### src/rtl/ex_mem_reg_if.sv
// ex_mem_reg_if: EX->MEM pipeline register bus, stage controls, EX-side inputs, MEM-side outputs
interface ex_mem_reg_if #(
    parameter int DATA_W = 32,
    parameter int ADDR_W = 5,
    parameter int ACC_W  = 64,
    parameter int CNT_W  = 2,
    parameter int PERF_W = 32
);
    logic              stall_ex;
    logic              stall_mem;
    logic              flush;
    logic              perf_clr;
    logic              ex_valid;
    logic [ADDR_W-1:0] ex_waddr;
    logic              ex_reg_we;
    logic [DATA_W-1:0] ex_alu_res;
    logic [ACC_W-1:0]  ex_acc;
    logic [CNT_W-1:0]  ex_cnt;
    logic              mem_valid;
    logic [ADDR_W-1:0] mem_waddr;
    logic              mem_reg_we;
    logic [DATA_W-1:0] mem_alu_res;
    logic [ACC_W-1:0]  acc;
    logic [CNT_W-1:0]  cnt;
    logic [PERF_W-1:0] perf_adv;
    logic [PERF_W-1:0] perf_bub;

    modport master (
        output stall_ex, stall_mem, flush, perf_clr,
        output ex_valid, ex_waddr, ex_reg_we, ex_alu_res, ex_acc, ex_cnt,
        input  mem_valid, mem_waddr, mem_reg_we, mem_alu_res, acc, cnt, perf_adv, perf_bub
    );

    modport slave (
        input  stall_ex, stall_mem, flush, perf_clr,
        input  ex_valid, ex_waddr, ex_reg_we, ex_alu_res, ex_acc, ex_cnt,
        output mem_valid, mem_waddr, mem_reg_we, mem_alu_res, acc, cnt, perf_adv, perf_bub
    );
endinterface

### src/rtl/ex_mem_reg.sv
// ex_mem_reg: EX->MEM pipeline register with stall/flush/bubble rules, held EX accumulator and perf counters
module ex_mem_reg #(
    parameter int DATA_W = 32,
    parameter int ADDR_W = 5,
    parameter int ACC_W  = 64,
    parameter int CNT_W  = 2,
    parameter int PERF_W = 32
) (
    input logic         clk,
    input logic         rst,
    ex_mem_reg_if.slave bus
);
    logic adv;
    logic bub;

    always_comb begin
        adv = !bus.flush && !bus.stall_mem && !bus.stall_ex;
        bub = !bus.flush && !bus.stall_mem && bus.stall_ex;
    end

    // A bubble carries the EX partial state back; an advance retires it.
    always_ff @(posedge clk) begin
        if (rst || bus.flush) begin
            bus.mem_valid   <= 1'b0;
            bus.mem_waddr   <= '0;
            bus.mem_reg_we  <= 1'b0;
            bus.mem_alu_res <= '0;
            bus.acc         <= '0;
            bus.cnt         <= '0;
        end else if (!bus.stall_mem) begin
            bus.mem_valid   <= !bus.stall_ex && bus.ex_valid;
            bus.mem_waddr   <= bus.stall_ex ? '0 : bus.ex_waddr;
            bus.mem_reg_we  <= !bus.stall_ex && bus.ex_reg_we && bus.ex_valid;
            bus.mem_alu_res <= bus.stall_ex ? '0 : bus.ex_alu_res;
            bus.acc         <= bus.stall_ex ? bus.ex_acc : '0;
            bus.cnt         <= bus.stall_ex ? bus.ex_cnt : '0;
        end
    end

    always_ff @(posedge clk) begin
        if (rst || bus.perf_clr) begin
            bus.perf_adv <= '0;
            bus.perf_bub <= '0;
        end else begin
            if (adv && bus.ex_valid && !(&bus.perf_adv))
                bus.perf_adv <= bus.perf_adv + PERF_W'(1);
            if (bub && !(&bus.perf_bub))
                bus.perf_bub <= bus.perf_bub + PERF_W'(1);
        end
    end
endmodule
### src/flat_wrapper.sv
// flat-port wrapper written by rule: the top's interface ports become plain ports
module ex_mem_reg_flat 
#(
    parameter int DATA_W = 32,
    parameter int ADDR_W = 5,
    parameter int ACC_W  = 64,
    parameter int CNT_W  = 2,
    parameter int PERF_W = 32
)
  (clk, rst, bus_stall_ex, bus_stall_mem, bus_flush, bus_perf_clr, bus_ex_valid, bus_ex_waddr, bus_ex_reg_we, bus_ex_alu_res, bus_ex_acc, bus_ex_cnt, bus_mem_valid, bus_mem_waddr, bus_mem_reg_we, bus_mem_alu_res, bus_acc, bus_cnt, bus_perf_adv, bus_perf_bub);
  ex_mem_reg_if #(.DATA_W(DATA_W), .ADDR_W(ADDR_W), .ACC_W(ACC_W), .CNT_W(CNT_W), .PERF_W(PERF_W)) bus_i ();
  input logic clk;
  input logic rst;
  input wire logic [$bits(bus_i.stall_ex)-1:0] bus_stall_ex;
  input wire logic [$bits(bus_i.stall_mem)-1:0] bus_stall_mem;
  input wire logic [$bits(bus_i.flush)-1:0] bus_flush;
  input wire logic [$bits(bus_i.perf_clr)-1:0] bus_perf_clr;
  input wire logic [$bits(bus_i.ex_valid)-1:0] bus_ex_valid;
  input wire logic [$bits(bus_i.ex_waddr)-1:0] bus_ex_waddr;
  input wire logic [$bits(bus_i.ex_reg_we)-1:0] bus_ex_reg_we;
  input wire logic [$bits(bus_i.ex_alu_res)-1:0] bus_ex_alu_res;
  input wire logic [$bits(bus_i.ex_acc)-1:0] bus_ex_acc;
  input wire logic [$bits(bus_i.ex_cnt)-1:0] bus_ex_cnt;
  output wire logic [$bits(bus_i.mem_valid)-1:0] bus_mem_valid;
  output wire logic [$bits(bus_i.mem_waddr)-1:0] bus_mem_waddr;
  output wire logic [$bits(bus_i.mem_reg_we)-1:0] bus_mem_reg_we;
  output wire logic [$bits(bus_i.mem_alu_res)-1:0] bus_mem_alu_res;
  output wire logic [$bits(bus_i.acc)-1:0] bus_acc;
  output wire logic [$bits(bus_i.cnt)-1:0] bus_cnt;
  output wire logic [$bits(bus_i.perf_adv)-1:0] bus_perf_adv;
  output wire logic [$bits(bus_i.perf_bub)-1:0] bus_perf_bub;
  assign bus_i.stall_ex = bus_stall_ex;
  assign bus_i.stall_mem = bus_stall_mem;
  assign bus_i.flush = bus_flush;
  assign bus_i.perf_clr = bus_perf_clr;
  assign bus_i.ex_valid = bus_ex_valid;
  assign bus_i.ex_waddr = bus_ex_waddr;
  assign bus_i.ex_reg_we = bus_ex_reg_we;
  assign bus_i.ex_alu_res = bus_ex_alu_res;
  assign bus_i.ex_acc = bus_ex_acc;
  assign bus_i.ex_cnt = bus_ex_cnt;
  assign bus_mem_valid = bus_i.mem_valid;
  assign bus_mem_waddr = bus_i.mem_waddr;
  assign bus_mem_reg_we = bus_i.mem_reg_we;
  assign bus_mem_alu_res = bus_i.mem_alu_res;
  assign bus_acc = bus_i.acc;
  assign bus_cnt = bus_i.cnt;
  assign bus_perf_adv = bus_i.perf_adv;
  assign bus_perf_bub = bus_i.perf_bub;
  ex_mem_reg #(.DATA_W(DATA_W), .ADDR_W(ADDR_W), .ACC_W(ACC_W), .CNT_W(CNT_W), .PERF_W(PERF_W)) u_core (.clk(clk), .rst(rst), .bus(bus_i));
endmodule
### config.mk
export PLATFORM = sky130hd
export DESIGN_NAME = ex_mem_reg_flat
export DESIGN_NICKNAME = d
export VERILOG_FILES = /design/src/rtl/ex_mem_reg_if.sv /design/src/rtl/ex_mem_reg.sv /design/src/flat_wrapper.sv
export SDC_FILE = /design/constraint.sdc
export NUM_CORES = 1
export LEC_CHECK = 0
export CAP_MARGIN = 20
export CELL_PAD_IN_SITES_DETAIL_PLACEMENT = 1
export CELL_PAD_IN_SITES_GLOBAL_PLACEMENT = 1
export CORE_ASPECT_RATIO = 0.7
export CORE_MARGIN = 4
export CORE_UTILIZATION = 35
export CTS_BUF_LIST = sky130_fd_sc_hd__clkbuf_4
export CTS_CLUSTER_SIZE = 8
export DETAILED_ROUTE_END_ITERATION = 10
export PLACE_DENSITY = 0.95
export SLEW_MARGIN = 0
export SYNTH_ARGS = -nofsm -noshare
export SYNTH_HDL_FRONTEND = slang
export SYNTH_SLANG_ARGS = --single-unit
### constraint.sdc
create_clock -name clk -period 7.4 [get_ports clk]
set_input_delay 1.48 -clock clk [delete_from_list [all_inputs] [get_ports clk]]
set_output_delay 1.48 -clock clk [all_outputs]
set_load 0.01 [all_outputs]
# Yosys cells after proc, flatten, opt, wreduce, memory -nomap -nowiden
# Cells that the tools add are included.
# op_classes
n_mux	4
n_reduce_logical	18
add_sub_neg	2
# ops
operator	count
adder 32 x 1 -> 32 bit, second input constant	2
2-to-1 mux 64 bit	1
AND reduction 32 bit	2
2-to-1 mux 32 bit	1
logical AND 1 bit	9
zero test 1 bit	5
2-to-1 mux 5 bit	1
logical OR 1 bit	2
2-to-1 mux 2 bit	1
# word_totals
out_inout_bits	169
in_bits	111
ff_bits	169

# Longest topological paths before layout
# Gate-level depths: netlist of the first run.
# logic_depth
depth_word	5
mapped_depth	9
ltp_nobuf	6

# Worst setup path before layout of the first run
# No wires, ideal clock.
# synth_path
path_kind	input to register
startpoint	input port bus_stall_ex
endpoint	register u_core.bus.perf_adv[17]
n_path_buf	4
required_time_ns	7.268
stages	9
path_slack_ns	4.051
setup_ns	0.132
t_arrival_ns	3.217
cell_sequence	buf_6 > or4b_4 > buf_6 > nor4_4 > o31ai_1 > buf_6 > buf_2 > o31ai_1 > a21oi_1
# synth_between
elab_chain_len	4
# synth_rtl
element	line	rtl
start: declaration	flat_wrapper.sv:14	input wire logic [$bits(bus_i.stall_ex)-1:0] bus_stall_ex;
zero test 1 bit	ex_mem_reg.sv:17	adv = !bus.flush && !bus.stall_mem && !bus.stall_ex;
logical AND 1 bit	ex_mem_reg.sv:17	
logical AND 1 bit (2 in a row)	ex_mem_reg.sv:45	if (adv && bus.ex_valid && !(&bus.perf_adv))
end signal: assignment	ex_mem_reg.sv:46	bus.perf_adv <= bus.perf_adv + PERF_W'(1);
end: declaration	ex_mem_reg_if.sv:37	output mem_valid, mem_waddr, mem_reg_we, mem_alu_res, acc, cnt, perf_adv, perf_bub
# Every way passes these cells.
# A chain may end at the register's enable or synchronous reset.

# Worst setup path in the final report of the first run
# Same ends and word-level chain as after synthesis.

==> flow_metrics.env, run 1 <==
export IMPL_status="completed"
export IMPL_netlist_area_leader_share_pct=49.3
export IMPL_worst_r2r_setup_slack_ns=4.40
export IMPL_cts_root_buffer="clkbuf_4"
export IMPL_drcViolationCount=0
export IMPL_synth_area_top_cells="dfxtp_1 (49%), a22oi_1 (11%), nor2_1 (7.3%)"
export IMPL_drt_first_pass_iters=5
export IMPL_final_common_cell="clkdlybuf4s50_1"
export IMPL_critPathKind="in2reg"
export IMPL_max_cap_viol_count=0
export IMPL_cp_slowest_stage_delay_ns=0.65
export IMPL_place_hpwl_um=19900
export IMPL_slowest_stage="or4b_4"
export IMPL_path_delay_family="simple AND/OR/NAND/NOR gates"
export IMPL_place_congestion=0.898
export IMPL_synth_edf_count=0
export IMPL_tightestPinTransition_ns=1.09
export IMPL_antenna_found_initial=2
export IMPL_grt_max_degree=106
export IMPL_io_pins=280
export IMPL_cp_cell_sequence="clkdlybuf4s50_1, or4b_4, nor4_4, o31ai_2, buf_4, or4_1, a21oi_1"
export IMPL_area_delta_synth_final_pct=47.8
export IMPL_ir_worst_vdd_mv=0.117
export IMPL_seq_area_frac_synth_pct=49.3
export IMPL_nNetsFinal=1141
export IMPL_routed_wl_um=26500
export IMPL_cts_resized=0
export IMPL_finClkSkew_ns=0.0350
export IMPL_period_share_pct=47.9
export IMPL_post_cts_setup_buffer_count=0
export IMPL_path_buf_inv=2
export IMPL_cellLeakagePower_nw=3.35
export IMPL_placed_area_um2=9820
export IMPL_antenna_left=0
export IMPL_critical_path_endpoint_type="flop"
export IMPL_portBuffers=279
export IMPL_clkTransAtPathRegs_ns=0.15
export IMPL_synthArstFlopShare_pct=0
export IMPL_setup_tns_ns=0
export IMPL_yosys_warnings=0
export IMPL_die_w_um=175
export IMPL_cp_max_fo=17
export IMPL_num_rows=42
export IMPL_wl_per_cell_um=20.2
export IMPL_final_hold_viol_count=0
export IMPL_grt_usage_pct=23.2
export IMPL_vias=7287
export IMPL_power_mw=1.64
export IMPL_fin_area_um2=10100
export IMPL_fmax_mhz=282
export IMPL_cts_sinks=169
export IMPL_ys_flop_type="dfxtp_1"
export IMPL_dieArea_um2=22000
export IMPL_drt_iter0_drc=554
export IMPL_clkLatencyLatePin_ns=0.58
export IMPL_setup_viol=0
export IMPL_htree_levels=4
export IMPL_hold_class="reg2reg"
export IMPL_synth_seq_cells=169
export IMPL_numCtsBuffers=17
export IMPL_syn_inst=775
export IMPL_cts_hold_buf=0
export IMPL_die_y_um=125
export IMPL_layout_common_cells="clkdlybuf4s50_1 (278), dfxtp_1 (169), nor2_1 (133), a22oi_1 (102)"
export IMPL_syn_nets=888
export IMPL_yosysTopAreaCell="dfxtp_1"
export IMPL_final_max_slew_viol_count=0
export IMPL_critPathLaunchType="primary input"
export IMPL_yosysUniqueCellTypes=53
export IMPL_grt_first_pass_wirelength_um=40700
export IMPL_p_per_area_nw_per_um2=161
export IMPL_cts_tree="built"
export IMPL_final_layout_size_suffix_gt1_share_pct=5.67
export IMPL_grt_overflow=0
export IMPL_relSlewSlack_pct=27.1
export IMPL_clk_path_buf_depth=2
export IMPL_finalCriticalPeriod_ns=3.55
export IMPL_start_util_pct=36.0
export IMPL_core_um2=19100
export IMPL_crit_arrival_ns=4.05
export IMPL_vias_per_cell=5.58
export IMPL_rsz0062_at_grt="no"
export IMPL_synth_area_um2=6870
export IMPL_grt_pass1_vias=7329
export IMPL_avgSynthCellArea_um2=8.86
export IMPL_required_ns=7.91
## cell type report
type / instances / area (um2)
Multi-Input combinational cell: 548 / 3250
Clock buffer: 17 / 128
Fill cell: 2176 / 8930
Clock inverter: 15 / 154
Tap cell: 264 / 330
Sequential cell: 169 / 3380
Inverter: 3 / 11.3
Timing Repair Buffer: 289 / 2880
Antenna cell: 2 / 5.00
## flip-flops by register name (all words and copies together), names as in the netlist
name and flops:
u_core.bus.acc 64, u_core.bus.cnt 2, u_core.bus.mem_alu_res 32, u_core.bus.mem_reg_we 1, u_core.bus.mem_valid 1, u_core.bus.mem_waddr 5
u_core.bus.perf_adv 32, u_core.bus.perf_bub 32
## cell usage after synthesis (all sizes together) (4+ instances only)
library cell / n
o21ai: 21
a21oi: 41
clkbuf: 39
o31ai: 14
dfxtp: 169
nor4: 13
a22oi: 102
a31oi: 7
xnor2: 8
or2: 4
nand4: 19
or3: 26
and4: 7
nand3: 25
buf: 16
nor2: 134
or4: 17
and3: 13
nor3b: 5
a41o: 4
nand2: 41
a31o: 6
nor3: 5
## power breakdown
| part | switching [mW] | total (mW) | leakage, nW | internal [mW] |
|---|---|---|---|---|
| combinational | 0.0735 | 0.165 | 1.83 | 0.0910 |
| sequential | 0.00676 | 0.929 | 1.37 | 0.922 |
| clock | 0.388 | 0.542 | 0.153 | 0.153 |
| total | 0.469 | 1.64 | 3.35 | 1.17 |
## worst register-to-register path, cell delays in order, from the launching register on
cell     delay, ns
dfxtp_1       0.54
nand4_2       0.25
nor4_1        0.73
and3_1        1.01
o21ai_0       0.25
a21oi_1       0.16
## final timing paths
kind,startpoint,endpoint,cells past startpoint
max reg2reg,u_core.bus.perf_bub[16]$_SDFFE_PP0P_,u_core.bus.perf_bub[23]$_SDFFE_PP0P_,5
min,u_core.bus.acc[5]$_SDFFE_PP0N_,u_core.bus.acc[5]$_SDFFE_PP0N_,2
min reg2reg,u_core.bus.acc[5]$_SDFFE_PP0N_,u_core.bus.acc[5]$_SDFFE_PP0N_,2
max,bus_stall_ex,u_core.bus.perf_adv[17]$_SDFFE_PP0P_,7
## metrics by stage
step / util [%] / worst slack (ns) / hold WS (ns) / instances
global route: 53.2 / 3.79 / 0.564 / 1306
CTS: 53.0 / 3.89 / 0.532 / 1302
global placement: 51.5 / 3.36 / 0.474 / 1270
floorplan: - / 4.05 / 0.504 / 775
detailed placement: 51.5 / 3.26 / 0.499 / 1270
finish: 53.2 / 3.85 / 0.530 / 1307
## logic make-up after synthesis
logic type               after synthesis  share of synthesized area, %
AO/OA/AOI/OAI                        213                          21.5
XOR/XNOR                              10                          1.28
adder cells (fa/ha/maj)                2                         0.364
buffers and inverters                 58                          3.57
flip-flops                           169                          49.3
multiplexers                           3                         0.437
AND/OR/NAND/NOR                      320                          23.5
## per-layer routing
layer  up-vias  GRT usage, %  part of all wire (%)
li1       3394             -                     -
met2       249          40.0                    50
met1      3601          27.3                    40
met4         2          7.06                   2.3
met5         -             0                 0.045
met3        41          7.97                   7.8
Note: power is estimated with default switching activity, not from simulation.
==> run 2, diff against run 1 <==
- CORE_UTILIZATION: 35 -> 29
- PLACE_DENSITY: 0.95 -> 0.88
- clock period: 7.4 -> 3.2 ns (I/O delays scaled with it)
==> flow_metrics.env, run 2 (synthesis gave the netlist of run 1 again) <==
export IMPL_slowest_stage="or4_1"
export IMPL_htree_levels=4
export IMPL_drt_first_pass_iters=5
export IMPL_clockPowerShare_pct=32.9
export IMPL_p_sw_mw=1.02
export IMPL_cp_slowest_stage_delay_ns=0.62
export IMPL_dieArea_um2=26200
export IMPL_hold_ws_ns=0.509
export IMPL_clkLatencyLatePin_ns=0.58
export IMPL_nNetsFinal=1154
export IMPL_finClkSkew_ns=0.0248
export IMPL_required_ns=3.71
export IMPL_area_delta_synth_final_pct=50.2
export IMPL_cellLeakagePower_nw=3.41
export IMPL_cts_root_buffer="clkbuf_4"
export IMPL_place_hpwl_um=20200
export IMPL_layout_common_cells="clkdlybuf4s50_1 (278), dfxtp_1 (169), nor2_1 (133), a22oi_1 (102)"
export IMPL_num_rows=46
export IMPL_final_hold_viol_count=0
export IMPL_cts_tree="built"
export IMPL_finalCriticalPeriod_ns=2.60
export IMPL_antenna_left=0
export IMPL_die_y_um=137
export IMPL_largest_reg_flops=64
export IMPL_drt_iter0_drc=444
export IMPL_vias_per_cell=5.31
export IMPL_worst_slack_ns=0.598
export IMPL_wl_per_cell_um=19.5
export IMPL_p_seq_share_pct=56.8
export IMPL_status="completed"
export IMPL_final_layout_size_suffix_gt1_share_pct=6.83
export IMPL_post_cts_setup_buffer_count=0
export IMPL_p_int_mw=2.76
export IMPL_rsz0062_at_grt="no"
export IMPL_p_comb_share_pct=10.2
export IMPL_setup_tns_ns=0
export IMPL_hold_class="reg2reg"
export IMPL_critPathLaunchType="flop"
export IMPL_antenna_found_initial=0
export IMPL_grt_first_pass_wirelength_um=41200
export IMPL_final_max_slew_viol_count=0
export IMPL_final_core_util_pct=44.9
export IMPL_ir_worst_vdd_mv=0.327
export IMPL_clkTransAtPathRegs_ns=0.14
export IMPL_portBuffers=279
export IMPL_routed_wl_um=26600
export IMPL_numCtsBuffers=17
export IMPL_crit_top_cell="buf_4"
export IMPL_crit_arrival_ns=3.11
export IMPL_cts_sinks=169
export IMPL_period_share_pct=81.3
export IMPL_nFillCells=2623
export IMPL_tightestPinTransition_ns=0.742
export IMPL_setup_viol=0
export IMPL_grt_overflow=0
export IMPL_power_mw=3.78
export IMPL_max_cap_viol_count=0
export IMPL_diodes=0
export IMPL_clk_path_buf_depth=2
export IMPL_grt_pass1_vias=7394
export IMPL_final_common_cell="clkdlybuf4s50_1"
export IMPL_drcViolationCount=0
export IMPL_critPathKind="reg2reg"
export IMPL_place_ws_ns=0.0123
export IMPL_fmax_mhz=384
export IMPL_cp_cell_sequence="nand3_1, or4_1, o31ai_2, buf_4, buf_4, o21ai_1, a21oi_1"
export IMPL_vias=7258
export IMPL_p_per_area_nw_per_um2=366
export IMPL_start_util_pct=29.9
export IMPL_die_w_um=192
export IMPL_grt_usage_pct=19.8
export IMPL_critical_path_endpoint_type="flop"
export IMPL_core_um2=23000
export IMPL_regMostFlops="u_core.bus.acc"
export IMPL_place_congestion=0.839
export IMPL_relSlewSlack_pct=50.5
export IMPL_grt_max_degree=69
export IMPL_cp_max_fo=10
export IMPL_regArea_um2=3380
export IMPL_multiInputGateArea_um2=3250
export IMPL_cts_hold_buf=0
export IMPL_p_sw_share_pct=26.9
export IMPL_io_pins=280
export IMPL_cts_resized=0
[run 2: path summary, 6_finish.rpt]
check | slack, ns | cells after the start | startpoint | end
max reg2reg | 0.60 | 7 | u_core.bus.perf_adv[21]$_SDFFE_PP0P_ | u_core.bus.perf_adv[31]$_SDFFE_PP0P_
min | 0.51 | 2 | u_core.bus.mem_valid$_SDFFE_PP0N_ | u_core.bus.mem_valid$_SDFFE_PP0N_
max | 0.60 | 7 | u_core.bus.perf_adv[21]$_SDFFE_PP0P_ | u_core.bus.perf_adv[31]$_SDFFE_PP0P_
min reg2reg | 0.51 | 2 | u_core.bus.mem_valid$_SDFFE_PP0N_ | u_core.bus.mem_valid$_SDFFE_PP0N_
[run 2: area by class of cell]
class / instances / area share, %
flip-flops and latches: 169 / 32.8
multi-input cells: 548 / 31.6
repair buffers: 302 / 29.1
well taps: 312 / 3.79
clock inverters: 14 / 1.35
clock buffers: 18 / 1.31
inverters: 3 / 0.109
[run 2: worst max-delay path: cells and delay by family (launching register included)]
family,cells,cell delay (ns)
buffers and inverters,2,0.41
AOI/OAI and AO/OA,3,0.84
and+or+nand+nor,2,0.81
DFF,1,0.48
[run 2: per-layer routing]
| layer | track usage, % | vias to the layer above | wire, um |
|---|---|---|---|
| li1 | - | 3423 | - |
| met1 | 25.1 | 3553 | 11200 |
| met2 | 31.9 | 254 | 12600 |
| met3 | 7.60 | 28 | 2310 |
| met4 | 5.30 | 0 | 488 |
| met5 | 0 | - | 0 |
[run 2: power by group through the flow]
stage | Clock, mW | Sequential [mW] | Combinational, mW
floorplan | 0 | 2.20 | 0.129
global placement | 0 | 2.19 | 0.382
detailed placement | 0 | 2.19 | 0.389
CTS | 1.30 | 2.15 | 0.391
global route | 1.39 | 2.15 | 0.418
finish | 1.24 | 2.15 | 0.387
[run 2: through the flow]
stage | instances | instance area, um2
2_1_floorplan | 775 | 6870
3_3_place_gp | 1334 | 10000
3_5_place_dp | 1334 | 10000
4_1_cts | 1366 | 10300
5_1_grt | 1366 | 10300
6_report | 1366 | 10300
